**src/rtl/zeroriscy_defines.sv**
```systemverilog
// Shared opcode constants for the zeroriscy EX stage: ALU operators plus the
// BNN unit operators and FSM state type.
package zeroriscy_defines;

  localparam int unsigned ALU_OP_WIDTH = 6;

  localparam logic [ALU_OP_WIDTH-1:0] ALU_ADD  = 6'b011000;
  localparam logic [ALU_OP_WIDTH-1:0] ALU_SUB  = 6'b011001;
  localparam logic [ALU_OP_WIDTH-1:0] ALU_XOR  = 6'b101111;
  localparam logic [ALU_OP_WIDTH-1:0] ALU_OR   = 6'b101110;
  localparam logic [ALU_OP_WIDTH-1:0] ALU_AND  = 6'b010101;
  localparam logic [ALU_OP_WIDTH-1:0] ALU_SRA  = 6'b100100;
  localparam logic [ALU_OP_WIDTH-1:0] ALU_SRL  = 6'b100101;
  localparam logic [ALU_OP_WIDTH-1:0] ALU_SLL  = 6'b100111;
  localparam logic [ALU_OP_WIDTH-1:0] ALU_LTS  = 6'b000000;
  localparam logic [ALU_OP_WIDTH-1:0] ALU_LTU  = 6'b000001;
  localparam logic [ALU_OP_WIDTH-1:0] ALU_EQ   = 6'b001100;
  localparam logic [ALU_OP_WIDTH-1:0] ALU_NE   = 6'b001101;

  localparam int unsigned BNN_OP_WIDTH = 3;

  localparam logic [BNN_OP_WIDTH-1:0] BNN_OP_LOAD_W   = 3'b000;
  localparam logic [BNN_OP_WIDTH-1:0] BNN_OP_CLR_ACC  = 3'b001;
  localparam logic [BNN_OP_WIDTH-1:0] BNN_OP_XNOR_ACC = 3'b010;
  localparam logic [BNN_OP_WIDTH-1:0] BNN_OP_READ_ACC = 3'b011;
  localparam logic [BNN_OP_WIDTH-1:0] BNN_OP_SIGN     = 3'b100;
  localparam logic [BNN_OP_WIDTH-1:0] BNN_OP_SET_TH   = 3'b101;
  localparam logic [BNN_OP_WIDTH-1:0] BNN_OP_LOAD_ACC = 3'b110;
  localparam logic [BNN_OP_WIDTH-1:0] BNN_OP_RSVD     = 3'b111;

  typedef enum logic [1:0] {
    StIdle = 2'b00,
    StBusy = 2'b01,
    StDone = 2'b10
  } bnn_state_e;

endpackage

```
**src/rtl/zeroriscy_popcnt8.sv**
```systemverilog
// Combinational population count of one byte.
module zeroriscy_popcnt8 (
  input  logic [7:0] data_i,
  output logic [3:0] count_o
);

  always_comb begin
    count_o = 4'd0;
    for (int i = 0; i < 8; i++) begin
      count_o = count_o + {3'd0, data_i[i]};
    end
  end

endmodule

```
**src/rtl/zeroriscy_bnn_xnor_acc.sv**
```systemverilog
// BNN execution unit: weight buffer, signed accumulator and threshold, with a
// byte-serial XNOR-popcount accumulate answering the EX unit en/ready handshake.
module zeroriscy_bnn_xnor_acc
  import zeroriscy_defines::*;
#(
  parameter int unsigned NUM_WORDS = 16
) (
  input  logic                    clk,
  input  logic                    rst,
  input  logic                    bnn_en_i,
  input  logic [BNN_OP_WIDTH-1:0] bnn_operator_i,
  input  logic [31:0]             bnn_addr_i,
  input  logic [31:0]             bnn_data_i,
  output logic [31:0]             bnn_result_o,
  output logic                    bnn_ready_o
);

  localparam int unsigned IdxW = $clog2(NUM_WORDS);

  bnn_state_e  state_q, state_d;
  logic [31:0] w_q [NUM_WORDS];
  logic [31:0] acc_q, acc_d;
  logic [31:0] thr_q, thr_d;
  logic [31:0] x_q, x_d;
  logic [5:0]  part_q, part_d;
  logic [1:0]  cnt_q, cnt_d;

  logic            w_we;
  logic [IdxW-1:0] idx;
  logic [3:0]      byte_cnt;
  logic [31:0]     xnor_sum;

  assign idx = bnn_addr_i[IdxW-1:0];

  zeroriscy_popcnt8 u_popcnt8 (
    .data_i  (x_q[8*cnt_q +: 8]),
    .count_o (byte_cnt)
  );

  // part is at most 32, so {part,0} - 32 lands in [-32, 32].
  assign xnor_sum = acc_q + {25'd0, part_q, 1'b0} - 32'd32;

  always_comb begin
    state_d      = state_q;
    acc_d        = acc_q;
    thr_d        = thr_q;
    x_d          = x_q;
    part_d       = part_q;
    cnt_d        = cnt_q;
    w_we         = 1'b0;
    bnn_ready_o  = 1'b0;
    bnn_result_o = 32'd0;

    unique case (state_q)
      StIdle: begin
        if (bnn_en_i) begin
          case (bnn_operator_i)
            BNN_OP_LOAD_W: begin
              bnn_ready_o = 1'b1;
              w_we        = 1'b1;
            end
            BNN_OP_CLR_ACC: begin
              bnn_ready_o = 1'b1;
              acc_d       = 32'd0;
            end
            BNN_OP_XNOR_ACC: begin
              x_d     = ~(bnn_data_i ^ w_q[idx]);
              part_d  = 6'd0;
              cnt_d   = 2'd0;
              state_d = StBusy;
            end
            BNN_OP_READ_ACC: begin
              bnn_ready_o  = 1'b1;
              bnn_result_o = acc_q;
            end
            BNN_OP_SIGN: begin
              bnn_ready_o  = 1'b1;
              bnn_result_o = {31'd0, $signed(acc_q) >= $signed(thr_q)};
            end
            BNN_OP_SET_TH: begin
              bnn_ready_o = 1'b1;
              thr_d       = bnn_data_i;
            end
            BNN_OP_LOAD_ACC: begin
              bnn_ready_o = 1'b1;
              acc_d       = bnn_data_i;
            end
            default: begin
              bnn_ready_o = 1'b1;
            end
          endcase
        end
      end

      StBusy: begin
        if (!bnn_en_i) begin
          state_d = StIdle;
        end else begin
          part_d = part_q + {2'd0, byte_cnt};
          cnt_d  = cnt_q + 2'd1;
          if (cnt_q == 2'd3) begin
            state_d = StDone;
          end
        end
      end

      StDone: begin
        state_d = StIdle;
        if (bnn_en_i) begin
          bnn_ready_o  = 1'b1;
          bnn_result_o = xnor_sum;
          acc_d        = xnor_sum;
        end
      end

      default: begin
        state_d = StIdle;
      end
    endcase
  end

  always_ff @(posedge clk) begin
    if (rst) begin
      state_q <= StIdle;
      acc_q   <= 32'd0;
      thr_q   <= 32'd0;
      x_q     <= 32'd0;
      part_q  <= 6'd0;
      cnt_q   <= 2'd0;
      for (int i = 0; i < int'(NUM_WORDS); i++) begin
        w_q[i] <= 32'd0;
      end
    end else begin
      state_q <= state_d;
      acc_q   <= acc_d;
      thr_q   <= thr_d;
      x_q     <= x_d;
      part_q  <= part_d;
      cnt_q   <= cnt_d;
      if (w_we) begin
        w_q[idx] <= bnn_data_i;
      end
    end
  end

endmodule

```
**config.mk**
```make
export PLATFORM = sky130hd
export DESIGN_NAME = zeroriscy_bnn_xnor_acc
export DESIGN_NICKNAME = d
export VERILOG_FILES = /design/src/rtl/zeroriscy_defines.sv /design/src/rtl/zeroriscy_popcnt8.sv /design/src/rtl/zeroriscy_bnn_xnor_acc.sv
export SDC_FILE = /design/constraint.sdc
export NUM_CORES = 1
export LEC_CHECK = 0
export CAP_MARGIN = 30
export CORE_MARGIN = 1.5
export CORE_UTILIZATION = 60
export DETAILED_ROUTE_END_ITERATION = 8
export HOLD_SLACK_MARGIN = 0.15
export PLACE_DENSITY_LB_ADDON = 0.05
export SLEW_MARGIN = 20
export SYNTH_ARGS = -nofsm -noshare
export SYNTH_HDL_FRONTEND = slang
export SYNTH_HIERARCHICAL = 1
export SYNTH_SLANG_ARGS = --single-unit
```
**constraint.sdc**
```tcl
create_clock -name clk -period 10.8 [get_ports clk]
set_input_delay 1.62 -clock clk [delete_from_list [all_inputs] [get_ports clk]]
set_output_delay 1.62 -clock clk [all_outputs]
set_load 0.005 [all_outputs]
```
==> results of run 1 <==
[per-layer routing]
layer  vias up  global-route usage  share of wire
li1       8615                   -              -
met1      9980               0.458           0.40
met2       931               0.542           0.49
met3       161              0.0532          0.088
met4         2               0.112          0.031
met5         -                   0        0.00011
[state kept, by name, summed over array words and instances, names as in the netlist]
name,count
w_q,512
cnt_q,2
part_q,6
thr_q,32
acc_q,32
x_q,32
state_q,2
[cell type report]
type                            instances  share of cell area
Inverter                               95              0.0104
Clock buffer                           84              0.0525
Multi-Input combinational cell       1463               0.359
Sequential cell                       618               0.510
Antenna cell                            1           0.0000729
Clock inverter                         31             0.00758
Tap cell                              672              0.0245
Timing Repair Buffer                  127              0.0357
[tightest hold or removal path, stage by stage, from the launching register on]
cell and delay [ns]:
dfxtp_1 0.31, nand2_1 0.05, a21oi_1 0.05
[cells in the mapped netlist, types with 4 or more instances]
master	count	area share
edfxtp_1	512	0.50
nand4_1	11	0.0022
xnor2_1	40	0.011
nand3b_1	5	0.0012
a21oi_1	101	0.016
a31oi_1	22	0.0045
xor2_1	14	0.0040
dfxtp_1	106	0.069
or3_1	5	0.0010
buf_1	12	0.0015
o21a_1	4	0.00097
nand2b_1	7	0.0014
and3_1	6	0.0012
a22o_1	36	0.010
and2_1	516	0.10
a22oi_1	6	0.0015
nand2_1	166	0.020
clkbuf_2	12	0.0019
mux4_2	168	0.12
nor3_1	16	0.0026
mux2i_1	8	0.0026
inv_1	95	0.012
o21ai_0	47	0.0076
nor2_1	61	0.0074
nor2b_1	4	0.00081
o211ai_1	7	0.0017
clkbuf_1	158	0.019
or2_2	5	0.0010
ha_1	75	0.030
a21o_1	12	0.0029
nand3_1	32	0.0052
fa_1	6	0.0039
buf_2	13	0.0021
buf_4	7	0.0017
a221oi_1	10	0.0028
o31ai_1	7	0.0017
a211oi_1	17	0.0041
[cell usage in the layout, fill, tap and decap left out, types with 12 or more instances in the layout]
cell	Yosys	routed
and2_1	516	516
edfxtp_1	512	512
mux4_2	168	168
nand2_1	166	166
dfxtp_1	106	106
a21oi_1	101	100
inv_1	95	95
ha_1	75	75
clkbuf_16	0	69
clkdlybuf4s50_1	0	69
nor2_1	61	51
buf_4	7	47
xnor2_1	40	40
a22o_1	36	36
o21ai_0	47	35
nand3_1	32	32
a31oi_1	22	22
a211oi_1	17	17
clkinv_2	0	15
xor2_1	14	14
nor3_1	16	13
clkbuf_1	158	13
a21o_1	12	12
o21ai_4	0	12
[per-stage QoR]
stage / instance area [sq um] / total power [W] / worst slack, ns / std cells
after floorplan: 30800 / 0.00314 / 5.42 / 2380
after global placement: 32100 / 0.00332 / 4.76 / 2968
after detailed placement: 32200 / 0.00334 / 4.74 / 2973
after CTS: 34300 / 0.00552 / 4.72 / 3088
after global routing: 34300 / 0.00566 / 4.59 / 3091
final: 34300 / 0.00550 / 4.64 / 3091
[power groups by stage]
stage                     logic, W  clock network, W  registers, W
after floorplan           0.000384                 0       0.00276
after global placement    0.000563                 0       0.00276
after detailed placement  0.000570                 0       0.00277
after CTS                 0.000574           0.00222       0.00272
after global routing      0.000616           0.00232       0.00273
final                     0.000580           0.00220       0.00272
[cells by family after synthesis]
group / synth area share
AO/OA/AOI/OAI: 0.0634
XOR/XNOR: 0.0154
adder cells (fa/ha/maj): 0.0344
buffers and inverters: 0.0388
flip-flops: 0.568
multiplexers: 0.126
AND/OR/NAND/NOR: 0.154
[how the worst min path moves through the flow]
stage	from	endpoint	slack [ns]	cells after the start
2_1_floorplan	thr_q[10]	thr_q[10]	0.44	2
3_3_place_gp	thr_q[25]	thr_q[25]	0.44	2
5_1_grt	thr_q[1]	thr_q[1]	0.47	2
3_5_place_dp	thr_q[8]	thr_q[8]	0.45	2
6_report	thr_q[6]	thr_q[6]	0.45	2
4_1_cts	thr_q[8]	thr_q[8]	0.45	2
==> impl_metrics.py, run 1 <==
metrics = {
    "status": {
        "outcome": "finished, final reports clean",
    },
    "setup_path": {
        "crit_top_cell": "nor2_1",
        "slowest_stage": "clkdlybuf4s50_1",
        "cp.arrival_ns": 4.54,
        "path_cells": "clkdlybuf4s50_1 > nand2b_4 > nor2_1 > buf_4 > nor2_1 > nor2_1 > a21oi_1 > a21oi_1 > clkdlybuf4s50_1",
        "crit_end": "bnn_result_o[0]",
        "start_kind": "input pin",
        "cp_max_fo": 16,
        "path_delay_family": "buffers and inverters",
        "reg2reg_depth": 18,
        "rr_endpoint": "part_q[5]",
        "r2r_slack_ns": 5.70,
        "startpoint": "bnn_en_i",
        "crit_type": "in -> out",
        "path_depth": 9,
        "r2r_start": "cnt_q[0]",
        "cp-end-kind": "output pin",
        "path_buf_inv": 3,
        "crit_required_ns": 9.18,
        "cpPeakStageDelay_ns": 0.65,
    },
    "grt": {
        "overflow": 0,
        "grt_max_degree": 84,
        "grt_pass1_wl_mm": 127,
        "grt_pass1_vias": 20000,
        "antenna_found_initial": 5,
        "grt_usage": 0.332,
    },
    "power": {
        "p_per_area_nw_per_um2": 160,
        "p_int_w": 0.00417,
        "power_switching_w": 0.00133,
        "irDropWorstVdd_mv": 0.152,
        "p_clk_frac": 0.400,
        "power_frac_seq": 0.494,
        "p_sw_frac": 0.242,
        "p_leak_nw": 12.3,
        "pwr-share-comb": 0.105,
    },
    "sta": {
        "setup_tns_ns": 0,
        "worst_pin_slew_ns": 1.06,
        "setup_viol": 0,
        "slew_viol_final": 0,
        "final-hold-violation-count": 0,
        "clock_skew_ns": 0.0163,
        "fmax_mhz": 162,
        "maxSlewHeadroom": 0.294,
        "period_minus_slack_ns": 6.16,
        "rsz0062_at_grt": "no",
        "whs_ns": 0.454,
        "period_share": 0.570,
    },
    "clocking": {
        "post_cts_buffers": 0,
        "root_buffer": "clkbuf_16",
        "cts_buffer_depth": 3,
        "post_cts_resized": 0,
        "clock_sinks": 618,
        "cts_made_buffers": 66,
        "clk_latency_ns": 0.60,
        "holdBufCountCts": 0,
        "cts_tree": "built",
        "cts_htree_levels": 3,
        "path_clk_slew_ns": 0.06,
    },
    "layout": {
        "syn_to_final_growth_pct": 11.4,
        "nets": 2522,
        "post-route-util": 0.681,
        "regArea_sq_um": 17500,
        "fill_cells": 3622,
        "multiInputGateArea_sq_um": 12300,
        "drive_gt1_frac": 0.150,
    },
    "place": {
        "routabilityCongestion": 0.921,
        "dp.final_hpwl_mm": 52.4,
        "numPortBuffers": 74,
    },
    "synth": {
        "syn_inst": 2380,
        "synth_seq_area_share": 0.568,
        "ys_ff_latch": 618,
        "syn_nets": 2531,
        "synth-async-reset-ratio": 0,
        "synth_edf_count": 512,
        "synth_cell_types": 68,
        "syn_area_per_cell_sq_um": 12.9,
        "synthFlopType": "edfxtp_1",
        "ys_warn_count": 6,
        "syn_area_sq_um": 30800,
    },
    "route": {
        "drtAntennaViolNets": 0,
        "drtIter0Drc": 2048,
        "first_pass_iters": 6,
        "routed_via_density": 6.37,
        "drc": 0,
        "drt_wl_total_mm": 85.5,
        "vias": 19700,
        "wire_per_inst_microns": 27.7,
    },
    "hold_path": {
        "min_path_type": "reg -> reg",
    },
    "floorplanning": {
        "start_util": 0.612,
        "core_sq_um": 50400,
        "rows": 82,
        "io-pin-count": 103,
        "dieArea_sq_um": 52700,
        "die_y_microns": 230,
        "die_w_microns": 230,
    },
    "flow_run": {
        "maxCapViolCount": 0,
    },
}
Note: power is estimated with default switching activity, not from simulation.
==> run 2: changes to the inputs <==
clock period = 5.9 ns   (was 10.8 ns; I/O delays follow)
==> run 2 against run 1 <==
  * Flip-flop and latch count unchanged
  * Largest power group unchanged
  * Largest cell class unchanged
  * Clock power up 89%
  * Non-clock buffer count up 10
  * Sequential share of layout area down 0.39 points
  * Die area unchanged
  * Register-to-register slack worse by 4.9 ns
  * Hold slack about the same
  * Core utilization up 0.52 points
  * Critical path depth up 2
  * First-iteration DRC count up 12%
  * Critical endpoint is now bnn_result_o[30]
==> impl_metrics.py, run 2 (synthesized netlist as in run 1, its figures left out) <==
metrics = {
    "sta": {
        "clock_skew_ns": 0.0262,
        "final-hold-violation-count": 0,
        "period_share": 0.893,
        "slew_viol_final": 0,
        "maxSlewHeadroom": 0.313,
        "rsz0062_at_grt": "no",
        "setup_viol": 0,
        "worst_pin_slew_ns": 1.03,
        "setup_tns_ns": 0,
        "period_minus_slack_ns": 5.27,
        "fmax_mhz": 190,
    },
    "clocking": {
        "root_buffer": "clkbuf_16",
        "cts_tree": "built",
        "clock_sinks": 618,
        "cts_htree_levels": 3,
        "clk_latency_ns": 0.62,
        "holdBufCountCts": 0,
        "cts_made_buffers": 67,
        "path_clk_slew_ns": 0.06,
        "post_cts_resized": 0,
        "cts_buffer_depth": 3,
        "post_cts_buffers": 0,
    },
    "grt": {
        "overflow": 0,
        "antenna_found_initial": 9,
        "grt_pass1_wl_mm": 126,
        "grt_usage": 0.328,
        "grt_max_degree": 92,
        "grt_pass1_vias": 19800,
    },
    "setup_path": {
        "startpoint": "part_q[1]",
        "cpPeakStageDelay_ns": 0.56,
        "crit_end": "bnn_result_o[30]",
        "start_kind": "flip-flop",
        "rr_endpoint": "part_q[5]",
        "cp.arrival_ns": 4.38,
        "slowest_stage": "clkdlybuf4s50_1",
        "reg2reg_depth": 18,
        "cp-end-kind": "output pin",
        "cp_max_fo": 6,
        "r2r_slack_ns": 0.85,
        "crit_required_ns": 5.02,
        "path_cells": "ha_1 > ha_1 > fa_1 > a21o_1 > a221o_1 > o211ai_1 > nand2_1 > o21ai_0 > nor2_1 > o31ai_1 > clkdlybuf4s50_1",
        "crit_top_cell": "ha_1",
        "r2r_start": "cnt_q[0]",
        "crit_type": "reg -> out",
    },
    "layout": {
        "final_cells": 3111,
        "syn_to_final_growth_pct": 12.2,
        "top_register": "w_q",
        "drive_gt1_frac": 0.156,
        "nets": 2533,
        "final_cell_area_sq_um": 34600,
        "post-route-util": 0.686,
        "largest_register_ffs": 512,
        "final_common_cell": "and2_1",
        "final_cell_mix": "and2_1 (516), edfxtp_1 (512), mux4_2 (168)",
    },
    "route": {
        "drtIter0Drc": 2285,
        "first_pass_iters": 7,
        "routed_via_density": 6.31,
        "drtAntennaViolNets": 0,
        "drc": 0,
        "vias": 19600,
        "wire_per_inst_microns": 27.1,
        "drt_wl_total_mm": 84.4,
    },
    "floorplanning": {
        "core_sq_um": 50400,
        "start_util": 0.612,
        "dieArea_sq_um": 52700,
        "rows": 82,
        "die_w_microns": 230,
        "die_y_microns": 230,
        "io-pin-count": 103,
    },
    "status": {
        "outcome": "finished, final reports clean",
    },
    "power": {
        "power_switching_w": 0.00247,
        "power_frac_seq": 0.488,
        "p_sw_frac": 0.242,
        "irDropWorstVdd_mv": 0.278,
        "pwr-share-comb": 0.105,
        "p_per_area_nw_per_um2": 295,
        "p_leak_nw": 12.4,
        "p_clk_frac": 0.407,
        "p_int_w": 0.00774,
    },
    "hold_path": {
        "min_path_type": "reg -> reg",
    },
    "place": {
        "numPortBuffers": 74,
        "routabilityCongestion": 0.905,
        "place_inst": 2983,
        "placement.cell_area_sq_um": 32300,
        "dp.final_hpwl_mm": 53.5,
    },
    "flow_run": {
        "maxCapViolCount": 0,
    },
}
run 2: changes by cell type in the layout (fill, tap and decap cells not counted):
cell        previous run  this run
buf_12                 1         8
buf_16                 3         2
buf_4                 47        51
clkbuf_1              13         9
clkbuf_16             69        70
clkbuf_8               3         8
clkinv_1               9        13
clkinv_16              0         1
clkinv_2              15        13
clkinvlp_4             0         2
diode_2                1         5
inv_16                 1         0
run 2: how the worst min path moves through the flow:
stage / startpoint / endpoint / cells after the start
after floorplan: thr_q[10] / thr_q[10] / 2
after global placement: thr_q[11] / thr_q[11] / 2
after detailed placement: thr_q[19] / thr_q[19] / 2
after CTS: thr_q[13] / thr_q[13] / 2
after global routing: thr_q[19] / thr_q[19] / 2
final: thr_q[13] / thr_q[13] / 2
run 2: layout make-up:
type / instances / area (sq um)
flip-flops and latches: 618 / 17500
diodes: 5 / 12.5
inverters: 95 / 357
clock inverters: 35 / 290
fillers: 3534 / 15800
well taps: 672 / 841
repair buffers: 137 / 1370
multi-input cells: 1463 / 12300
clock buffers: 86 / 1880
run 2: power groups by stage:
stage / registers, W / logic [W] / clock network (W)
after floorplan: 0.00505 / 0.000703 / 0
after global placement: 0.00506 / 0.00104 / 0
after detailed placement: 0.00507 / 0.00106 / 0
after CTS: 0.00498 / 0.00106 / 0.00419
after global routing: 0.00500 / 0.00114 / 0.00437
final: 0.00498 / 0.00107 / 0.00415
run 2: per-stage QoR:
stage	setup WS (ns)	hold WS (ns)	total power (W)
after detailed placement	0.873	0.447	0.00613
final	0.634	0.454	0.0102
after global placement	0.902	0.442	0.00610
after global routing	0.396	0.470	0.0105
after floorplan	1.09	0.436	0.00575
after CTS	0.637	0.455	0.0102
run 2: metal layers:
layer | GRT usage | vias up | wire (microns)
met5 | 0 | - | 0
met4 | 0.113 | 0 | 2460
met3 | 0.0457 | 155 | 6680
met2 | 0.534 | 899 | 40900
met1 | 0.456 | 9947 | 34400
li1 | - | 8635 | -
run 2: worst max-delay path: cells and delay by family, from the launching register on:
family                     cells  cell delay [ns]
AOI/OAI and AO/OA              5             1.48
and+or+nand+nor                2             0.28
buffers and inverters          1             0.56
adders and majority gates      3             1.01
DFF                            1             0.45
